--- config.mk ---
export PLATFORM = sky130hd
export DESIGN_NAME = delay_chain_out_fifo
export DESIGN_NICKNAME = d
export VERILOG_FILES = /design/src/rtl/delay_chain_out_fifo.sv
export SDC_FILE = /design/constraint.sdc
export NUM_CORES = 1
export LEC_CHECK = 0
export CORE_MARGIN = 8
export CORE_UTILIZATION = 50
export CTS_BUF_LIST = sky130_fd_sc_hd__clkbuf_8
export DETAILED_ROUTE_END_ITERATION = 6
export PLACE_DENSITY = 0.83
export SYNTH_ARGS = -nofsm -noshare
export SYNTH_HDL_FRONTEND = slang
export SYNTH_SLANG_ARGS = --single-unit
--- constraint.sdc ---
create_clock -name clk -period 6.07 [get_ports clk]
set_input_delay 1.214 -clock clk [delete_from_list [all_inputs] [get_ports clk]]
set_output_delay 1.214 -clock clk [all_outputs]
set_load 0.01 [all_outputs]
--- src/rtl/delay_chain_out_fifo.sv ---
// delay_chain_out_fifo
//   First-word-fall-through output buffer placed after the configurable
//   delay chain. Captures the chain's delayed word and valid bit, presents
//   them on a valid/ready stream, and drives the chain enable so the whole
//   chain freezes (rather than drops or repeats words) as the buffer fills.
//   Optional feature macro: DCOF_STALL_CNT_EN adds a saturating 16-bit
//   counter of cycles where a valid word was held back by the stall.
module delay_chain_out_fifo #(
  parameter int BITWIDTH  = 4,
  parameter int DEPTH     = 8,
  parameter int AF_MARGIN = 1
) (
  input  logic                      clk,
  input  logic                      reset_n,
  input  logic                      run,
  input  logic                      flush,
  input  logic                      in_valid,
  input  logic [BITWIDTH-1:0]       in_data,
  output logic                      chain_enable,
  output logic                      out_valid,
  input  logic                      out_ready,
  output logic [BITWIDTH-1:0]       out_data,
`ifdef DCOF_STALL_CNT_EN
  output logic [15:0]               stall_cycles,
`endif
  output logic [$clog2(DEPTH):0]    count
);

  localparam int AW = $clog2(DEPTH);
  localparam int CW = AW + 1;
  // Highest occupancy at which the chain may still advance; keeps
  // AF_MARGIN entries free as headroom.
  localparam logic [CW-1:0] EN_MAX = CW'(DEPTH - 1 - AF_MARGIN);

  logic [BITWIDTH-1:0] mem_q [DEPTH];
  logic [AW-1:0]       wr_ptr_q, wr_ptr_d;
  logic [AW-1:0]       rd_ptr_q, rd_ptr_d;
  logic [CW-1:0]       count_q,  count_d;
  logic                push, pop;

  // Handshake decode and next-state for pointers and occupancy; flush wins
  // over any coincident push or pop.
  always_comb begin
    chain_enable = run && !flush && (count_q <= EN_MAX);
    out_valid    = (count_q != '0);
    push         = in_valid && chain_enable;
    pop          = out_valid && out_ready;
    wr_ptr_d     = wr_ptr_q;
    rd_ptr_d     = rd_ptr_q;
    count_d      = count_q;
    if (flush) begin
      wr_ptr_d = '0;
      rd_ptr_d = '0;
      count_d  = '0;
    end else begin
      // DEPTH is a power of two, so natural pointer overflow is the wrap.
      if (push) wr_ptr_d = wr_ptr_q + AW'(1);
      if (pop)  rd_ptr_d = rd_ptr_q + AW'(1);
      case ({push, pop})
        2'b10:   count_d = count_q + CW'(1);
        2'b01:   count_d = count_q - CW'(1);
        default: count_d = count_q;
      endcase
    end
  end

  // Pointer and occupancy registers; buffered words are lost at once on reset.
  always_ff @(posedge clk or negedge reset_n) begin
    if (!reset_n) begin
      wr_ptr_q <= '0;
      rd_ptr_q <= '0;
      count_q  <= '0;
    end else begin
      wr_ptr_q <= wr_ptr_d;
      rd_ptr_q <= rd_ptr_d;
      count_q  <= count_d;
    end
  end

  // Storage array; contents are deliberately not reset.
  always_ff @(posedge clk) begin
    if (push) mem_q[wr_ptr_q] <= in_data;
  end

  // Fall-through read of the head entry.
  assign out_data = mem_q[rd_ptr_q];
  assign count    = count_q;

`ifdef DCOF_STALL_CNT_EN
  logic [15:0] stall_q, stall_d;

  // Count cycles where the chain holds a valid word because it is frozen.
  always_comb begin
    stall_d = stall_q;
    if (flush)
      stall_d = '0;
    else if (in_valid && !chain_enable && (stall_q != 16'hFFFF))
      stall_d = stall_q + 16'd1;
  end

  // Stall counter register.
  always_ff @(posedge clk or negedge reset_n) begin
    if (!reset_n) stall_q <= '0;
    else          stall_q <= stall_d;
  end

  assign stall_cycles = stall_q;
`endif

endmodule

# After elaboration in Yosys (flattened, before gate mapping)
# Memory sizes are Yosys's and may differ from the RTL's.
# Cells that the tools add are included.
# totals
reg_bits,10
ram_bits,32
word_cells,28
mem_count,1
# classes
n_addsub,4
order_cmp,1
eq_ne,2
muxes,8
reduce_logical,9
# memory_table
memory,words,word_bits,rd,rd_ports_with_merged_regs,write_ports,line,text
mem_q,8,4,1,0,1,35,logic [BITWIDTH-1:0] mem_q [DEPTH];
# op_table
operator,n
$mux 3,4
$pmux 4 s2,1
$add 3x1->3 const B,2
$add 4x1->4 const B,1
$le 4x3->1 const B,1
$logic_and 1x1->1,4
$mux 4,1
$reduce_bool 2->1,2
$reduce_bool 4->1,1
$sub 4x1->4 const B,1
$reduce_bool 3->1,1
$eq 2x1->1 const B,1
$eq 2x2->1 const B,1
$mux 1,2
$logic_not 1->1,1

# Longest topological paths before layout
# Gate-level depths: netlist (run 1).
# depth
word_depth,7
depth_mapped,8
mapped_depth_nobuf,8

# Worst setup path before layout (run 1)
# No wires, ideal clock.
# synth_timing
kind,input -> register
startpoint,input port flush
endpoint,"register count_q[3], in the netlist count[3]"
setup_ns,0.126
arrival_ns,2.785
t_required_ns,5.944
setup_slack_ns,3.159
stages,8
n_path_buf,0
path_cell_list,nand4bb_1 > o21ai_4 > inv_2 > ha_1 > a21o_2 > a21oi_1 > a21oi_1 > a311o_1
# synth_via
elab_chain_cells,7
elab_cells_between_ends,9
classes_between,eq/ne (2); mux (2); reduce/logical (5)
# synth_lines
element,line,text
from (decl),16,"input logic flush,"
$logic_not 1->1,44,chain_enable = run && !flush && (count_q <= EN_MAX);
$logic_and 1x1->1 (2 in a row),44,
$logic_and 1x1->1,46,push = in_valid && chain_enable;
$eq 2x1->1 or $eq 2x2->1 (tied branches),59,"case ({push, pop})"
$pmux 4 s2,59,
$mux 4,51,if (flush) begin
to (signal assigned),76,count_q <= count_d;
to (decl),38,"logic [CW-1:0] count_q, count_d;"
# Several ways; a longest one is shown, not always the timed one.
# A chain may end at the register's enable or synchronous reset.

# Worst setup path after layout (run 1)
# layout_timing
startpoint,input port flush
endpoint,output port chain_enable
# layout_via
elab_chain_cells,3
# layout_lines
element,line,text
$logic_not 1->1,44,
$logic_and 1x1->1 (2 in a row),44,
to (decl),19,"output logic chain_enable,"
# Every way passes these cells.

==> metrics, run 1 <==
most area-hungry cell type in the Yosys netlist edfxtp_1; top cells by area, synth edfxtp_1 50%, dfrtp_1 13%, mux4_2 9.5%, ha_1 2.6%, mux2_2 2.4%; CP Max Fanout 13; Synth Cell Area 0.001906 mm²; synthesis-stage register bit count 42; setup bufs post-CTS 0; FFs w/ async S/R, synth 0.2381; I/O pins 20; ys flop type edfxtp_1; final cell utilization of the core 0.6230; Worst VDD drop 222.5 µV; Mapped Cells 122; worst min path class register to register; Wirelength per Cell 18.29 µm; Final TNS setup 0 ns; post-synthesis average cell area roughly 16 µm²; final net count 160; YS warnings 0; Slew @ Worst Pin 0.7846 ns; clock root buffer clkbuf_8; Critical Path Most Common Cell clkdlybuf4s50_1; Slowest-stage cell, CP clkdlybuf4s50_1; first-pass GRT wire length 5.733 mm; Final min period 4.090 ns; Detailed Route Iter0 Violations 118; largest net degree at the start of global routing 15; CTS tree done; total nets after synthesis about 140; CP Class input port to output port; Routed Wire Length 3.548 mm; Layout Skew 0.005036 ns; Largest stage delay, worst path 0.63 ns; GR Util All Layers 0.1228; Required @ worst endpoint 4.86 ns; dpl hpwl 2.525 mm; leakage 0.0007883 µW; top achievable clock speed 0.2445 GHz; chip height about 78 µm; Starting Density 0.5205; CP top delay family buffers and inverters; number of max-cap violations 0; # DRC 0; top post-synthesis cells by count 32 x edfxtp_1, 11 x nor2_1, 10 x dfrtp_1, 8 x mux4_2, 7 x nand2_1; Skew-Pair Late Insertion Delay 0.29 ns; row count 22; most common cell in the netlist edfxtp_1; post-synth top area share 0.5043; period utilisation layout 0.6738; I/O Buffers 19; number of synthesized flops with an enable pin 32; Pwr Total 876.7 µW; first-pass detailed-route iteration total 4; critical path buffer and inverter count 2; worst hold slack 0.5688 ns; sequential area share after synthesis 0.6356; CP endpoint kind output port; DR vias 1117; clock-pin slew on the worst setup and hold paths approximately 0.07 ns; RSZ-0062 raised after global routing false; Final GP Congestion between 0.8 and 0.9; CTS max path bufs 2; Die Area 0.006043 mm²; final setup fails 0; CP Data Arrival Time 2.88 ns; antenna cells 0; Synth cell types 33; antenna violations before repair 0; P&R area growth vs syn 19.70%; TritonCTS Buffers 5; post-CTS sizing 0; Core ar. 0.003661 mm²; Die Wd 77.74 µm; status completed; Antenna Nets Post-Route 0; vias in the first global route 1161; final hold viol count 0; layout cells sized above 1 0.2055; Pins Over Slew Limit 0; clock sink count 42; H-tree levels 2; hold_buf cts 0; global route overflow 0; cells along the critical path clkdlybuf4s50_1 -> nor2_1 -> and3_1 -> clkdlybuf4s50_1; pwr dens 384.3 mW/mm²; startpoint types input port; Slew headroom 0.4729; vias per cell between 5 and 6
## sequential cells by signal, indices dropped and copies added (netlist names)
name and count:
mem_q 32, count 4, rd_ptr_q 3, wr_ptr_q 3
## kinds of logic after synthesis
family | Yosys count | synth area share
adder cells (fa/ha/maj) | 5 | 0.03677
AO/OA/AOI/OAI | 13 | 0.05516
multiplexers | 12 | 0.1182
XOR/XNOR | 5 | 0.02298
buffers and inverters | 4 | 0.008533
AND/OR/NAND/NOR | 41 | 0.1228
flip-flops | 42 | 0.6356
## worst register-to-register path, stage by stage (launching register included)
cell	delay, ns
dfrtp_1	0.50
o41a_4	0.59
o21ai_4	0.10
inv_2	0.11
ha_1	0.28
a21o_2	0.21
a21oi_1	0.24
a21oi_1	0.08
a311o_1	0.32
## routing by layer
| metal | vias to the layer above | part of all wire | track usage |
|---|---|---|---|
| met1 | 559 | 0.43 | 0.1446 |
| met3 | 4 | 0.046 | 0.03571 |
| met2 | 35 | 0.51 | 0.2097 |
| met5 | - | 0 | 0 |
| li1 | 519 | - | - |
| met4 | 0 | 0.012 | 0.03962 |
## layout by cell type (no fill, tap or decap), drive strengths merged
master and instances:
mux2 4, and3 2, nand2b 2, clkbuf 5
nand3 6, o21ai 3, nand4bb 1, nor3 6
and4bb 1, fa 1, o41a 1, or3b 1
ha 4, edfxtp 32, clkinv 1, xnor2 1
mux4 8, o41ai 1, a21o 1, a311o 1
inv 1, nor2 11, nor3b 2, a21oi 6
dfrtp 10, xor2 4, bufinv 2, or4 1
nand3b 1, clkdlybuf4s50 19, nand2 7
## layout make-up
cell class / instances / area (µm²)
Timing Repair Buffer: 19 / 190.2
Clock buffer: 5 / 68.82
Clock inverter: 3 / 68.82
Sequential cell: 42 / 1211
Multi-Input combinational cell: 76 / 678.2
Inverter: 1 / 3.754
Fill cell: 267 / 1380
Tap cell: 48 / 60.06
## final timing paths
| path | from | endpoint | slack [ns] | cells past startpoint |
|---|---|---|---|---|
| max in group asynchronous | reset_n | wr_ptr_q[1] | 4.48 | 1 |
| setup reg to reg | count[1] | count[3] | 3.52 | 8 |
| hold reg to reg | wr_ptr_q[1] | wr_ptr_q[1] | 0.57 | 2 |
| hold / removal | wr_ptr_q[1] | wr_ptr_q[1] | 0.57 | 2 |
| min in group asynchronous | reset_n | count[0] | 1.25 | 1 |
| setup / recovery | flush | chain_enable | 1.98 | 4 |
## metrics by stage
stage	worst slack, ns	area (µm²)	instances
after global routing	1.898	2281	194
after CTS	2.009	2281	194
after floorplan	3.159	1906	122
final	1.980	2281	194
after detailed placement	2.030	2143	186
after global placement	2.058	2143	186
## where the power goes
| part | total [µW] | leakage (µW) | switching (µW) | internal [µW] |
|---|---|---|---|---|
| Clock | 260 | 0.0000683 | 95.2 | 165 |
| Sequential | 375 | 0.000424 | 48.5 | 326 |
| Combinational | 242 | 0.000296 | 102 | 140 |
| Total | 877 | 0.000788 | 245 | 631 |
(Power assumes the default switching activity.)
==> run 2: changes to the inputs <==
--- a/config.mk
+++ b/config.mk
@@ -9,7 +9,7 @@
 export CORE_UTILIZATION = 50
 export CTS_BUF_LIST = sky130_fd_sc_hd__clkbuf_8
 export DETAILED_ROUTE_END_ITERATION = 6
-export PLACE_DENSITY = 0.83
+export PLACE_DENSITY = 0.86
 export SYNTH_ARGS = -nofsm -noshare
 export SYNTH_HDL_FRONTEND = slang
 export SYNTH_SLANG_ARGS = --single-unit
==> constraint.sdc (replaced) <==
create_clock -name clk -period 3.3 [get_ports clk]
set_input_delay 0.66 -clock clk [delete_from_list [all_inputs] [get_ports clk]]
set_output_delay 0.66 -clock clk [all_outputs]
set_load 0.01 [all_outputs]
==> run 2 against run 1 <==
  * Die area unchanged
  * Flip-flop and latch count unchanged
  * Non-clock buffer count grew 1
  * Clock power is 49% higher
  * Register-to-register slack worse by 2.7 ns
  * Critical endpoint is now out_data[2]
==> metrics, run 2 (synthesis results as in run 1) <==
CP endpoint kind output port (unchanged); Pins Over Slew Limit 0 (unchanged); Die Wd 77.74 µm (unchanged); startpoint types register (was input port); first-pass GRT wire length 5.961 mm (was 5.733 mm); hold_buf cts 0 (unchanged); Skew-Pair Late Insertion Delay 0.29 ns (about the same); final net count 161 (was 160); Worst VDD drop 297.3 µV (was 222.5 µV); Final TNS setup 0 ns (unchanged); I/O Buffers 19 (unchanged); top achievable clock speed 0.3297 GHz; pwr dens 673.8 mW/mm² (was 384.3 mW/mm²); Wirelength per Cell 18.17 µm (was 18.29 µm); I/O pins 20 (unchanged); hold endpoint wr_ptr_q[1] (unchanged); Layout Skew 0.005712 ns (was 0.005036 ns); Largest stage delay, worst path 0.72 ns (was 0.63 ns); layout cells sized above 1 0.2041 (was 0.2055); CTS tree done (unchanged); largest reg by FF count mem_q (unchanged); Final min period around 3.0 ns; setup bufs post-CTS 0 (unchanged); antenna violations before repair 0 (unchanged); clock sink count 42 (unchanged); TritonCTS Buffers 5 (unchanged); # DRC 0 (unchanged); leakage 0.0007803 µW (was 0.0007883 µW); Antenna Nets Post-Route 0 (unchanged); dpl hpwl 2.633 mm (was 2.525 mm); max reg flops 32 (unchanged); status completed (unchanged); most frequent cells in the layout 32 x edfxtp_1, 19 x clkdlybuf4s50_1, 11 x nor2_1 (unchanged); clock-pin slew on the worst setup and hold paths 0.07 ns (about the same); hold_sp wr_ptr_q[1] (unchanged); RR Endpoint count[3] (unchanged); Required @ worst endpoint 2.64 ns (was 4.86 ns); global route overflow 0 (unchanged); DR vias 1121 (was 1117); antenna cells 0 (unchanged); row count 22 (unchanged); CP Class register to output port (was input port to output port); Final GP Congestion 0.7775 (was 0.8632); vias per cell 5.749 (was 5.758); Internal Power 1083 µW (was 631.3 µW); fillers 268 (was 267); worst hold slack 0.5730 ns (was 0.5688 ns); Slew @ Worst Pin 0.6232 ns (was 0.7846 ns); vias in the first global route 1151 (was 1161); Die Area 0.006043 mm² (unchanged); post-CTS sizing 0 (unchanged); clock root buffer clkbuf_8 (unchanged); cells along the critical path mux4_2 -> mux2_2 -> clkdlybuf4s50_1 (was clkdlybuf4s50_1 -> nor2_1 -> and3_1 -> clkdlybuf4s50_1); net switching power 440.7 µW (was 245.4 µW); setup slack, reg-to-reg 0.80 ns (was 3.52 ns); first-pass detailed-route iteration total 4 (unchanged); final setup fails 0 (unchanged); CP Data Arrival Time 2.37 ns (was 2.88 ns); number of max-cap violations 0 (unchanged); H-tree levels 2 (unchanged); sequential power share 0.453 (was 0.427); Comb pwr share 0.293 (was 0.276); Reg-to-Reg Start count[1] (unchanged); Detailed Route Iter0 Violations 88 (was 118); period utilisation layout 0.9191; commonest non-fill, non-tap cell in the layout edfxtp_1 (unchanged); final hold viol count 0 (unchanged); worst min path class register to register (unchanged); chip height 77.74 µm (unchanged); RSZ-0062 raised after global routing false (unchanged); Slowest-stage cell, CP dfrtp_1 (was clkdlybuf4s50_1); Slew headroom 0.5814 (was 0.4729); R2R cell count 8 (unchanged); CP Max Fanout 10 (was 13); Starting Density 0.5205 (unchanged); Routed Wire Length 3.544 mm (was 3.548 mm); Net Sw Frac 0.2893 (was 0.2799); largest net degree at the start of global routing 14 (was 15); Core ar. 0.003661 mm² (unchanged); P&R area growth vs syn 18.65% (was 19.70%); hold depth 2 (unchanged); CTS max path bufs 2 (unchanged); GR Util All Layers 0.1279 (was 0.1228); Clock power frac 0.254 (was 0.297)
[run 2: changes by cell type in the layout (fill, tap and decap cells not counted), sizes merged]
cell      delta
buf          +1
clkinvlp     +1
inv          +1
bufinv       -1
clkinv       -1
[run 2: critical path: cells and delay by family (launching register included)]
kind / cells / cell delay [ns]
flip-flops: 1 / 0.72
multiplexers: 2 / 0.88
buffers and inverters: 1 / 0.48
[run 2: stage by stage]
stage	total power (µW)	setup WS, ns	utilization	cells	area [µm²]
final	1523	0.2669	0.6176	195	2261
after floorplan	969.5	0.9431	-	122	1906
after detailed placement	1153	0.2653	0.5875	187	2151
after global routing	1604	0.1429	0.6176	195	2261
after CTS	1541	0.2122	0.6176	195	2261
after global placement	1129	0.3777	0.5875	187	2151
[run 2: worst max path at each step]
stage,startpoint,end,cells past startpoint
final,rd_ptr_q[0],out_data[2],3
after global routing,rd_ptr_q[0],out_data[2],3
after CTS,rd_ptr_q[0],out_data[2],3
after floorplan,flush,count[3],8
after detailed placement,in_valid,count[3],9
after global placement,in_valid,count[3],9
[run 2: power groups by stage]
stage | Clock (µW) | Combinational [µW] | Sequential [µW]
finish | 387 | 447 | 690
global route | 419 | 482 | 703
CTS | 398 | 452 | 691
detailed placement | 0 | 450 | 702
global placement | 0 | 431 | 697
floorplan | 0 | 304 | 665
[run 2: area by class of cell]
class / count / area, µm² / share of cell area
tap: 48 / 60.06 / 0.02656
multi-input combinational: 76 / 678.2 / 0.2999
clock buffer: 5 / 68.82 / 0.03044
timing repair buffer: 20 / 197.7 / 0.08744
sequential: 42 / 1211 / 0.5357
clock inverter: 3 / 41.29 / 0.01826
inverter: 1 / 3.754 / 0.001660
[run 2: metal layers]
layer | track usage | part of all wire
met5 | 0 | 0
met4 | 0.07736 | 0.021
met3 | 0.04147 | 0.035
met2 | 0.1980 | 0.51
met1 | 0.1517 | 0.43
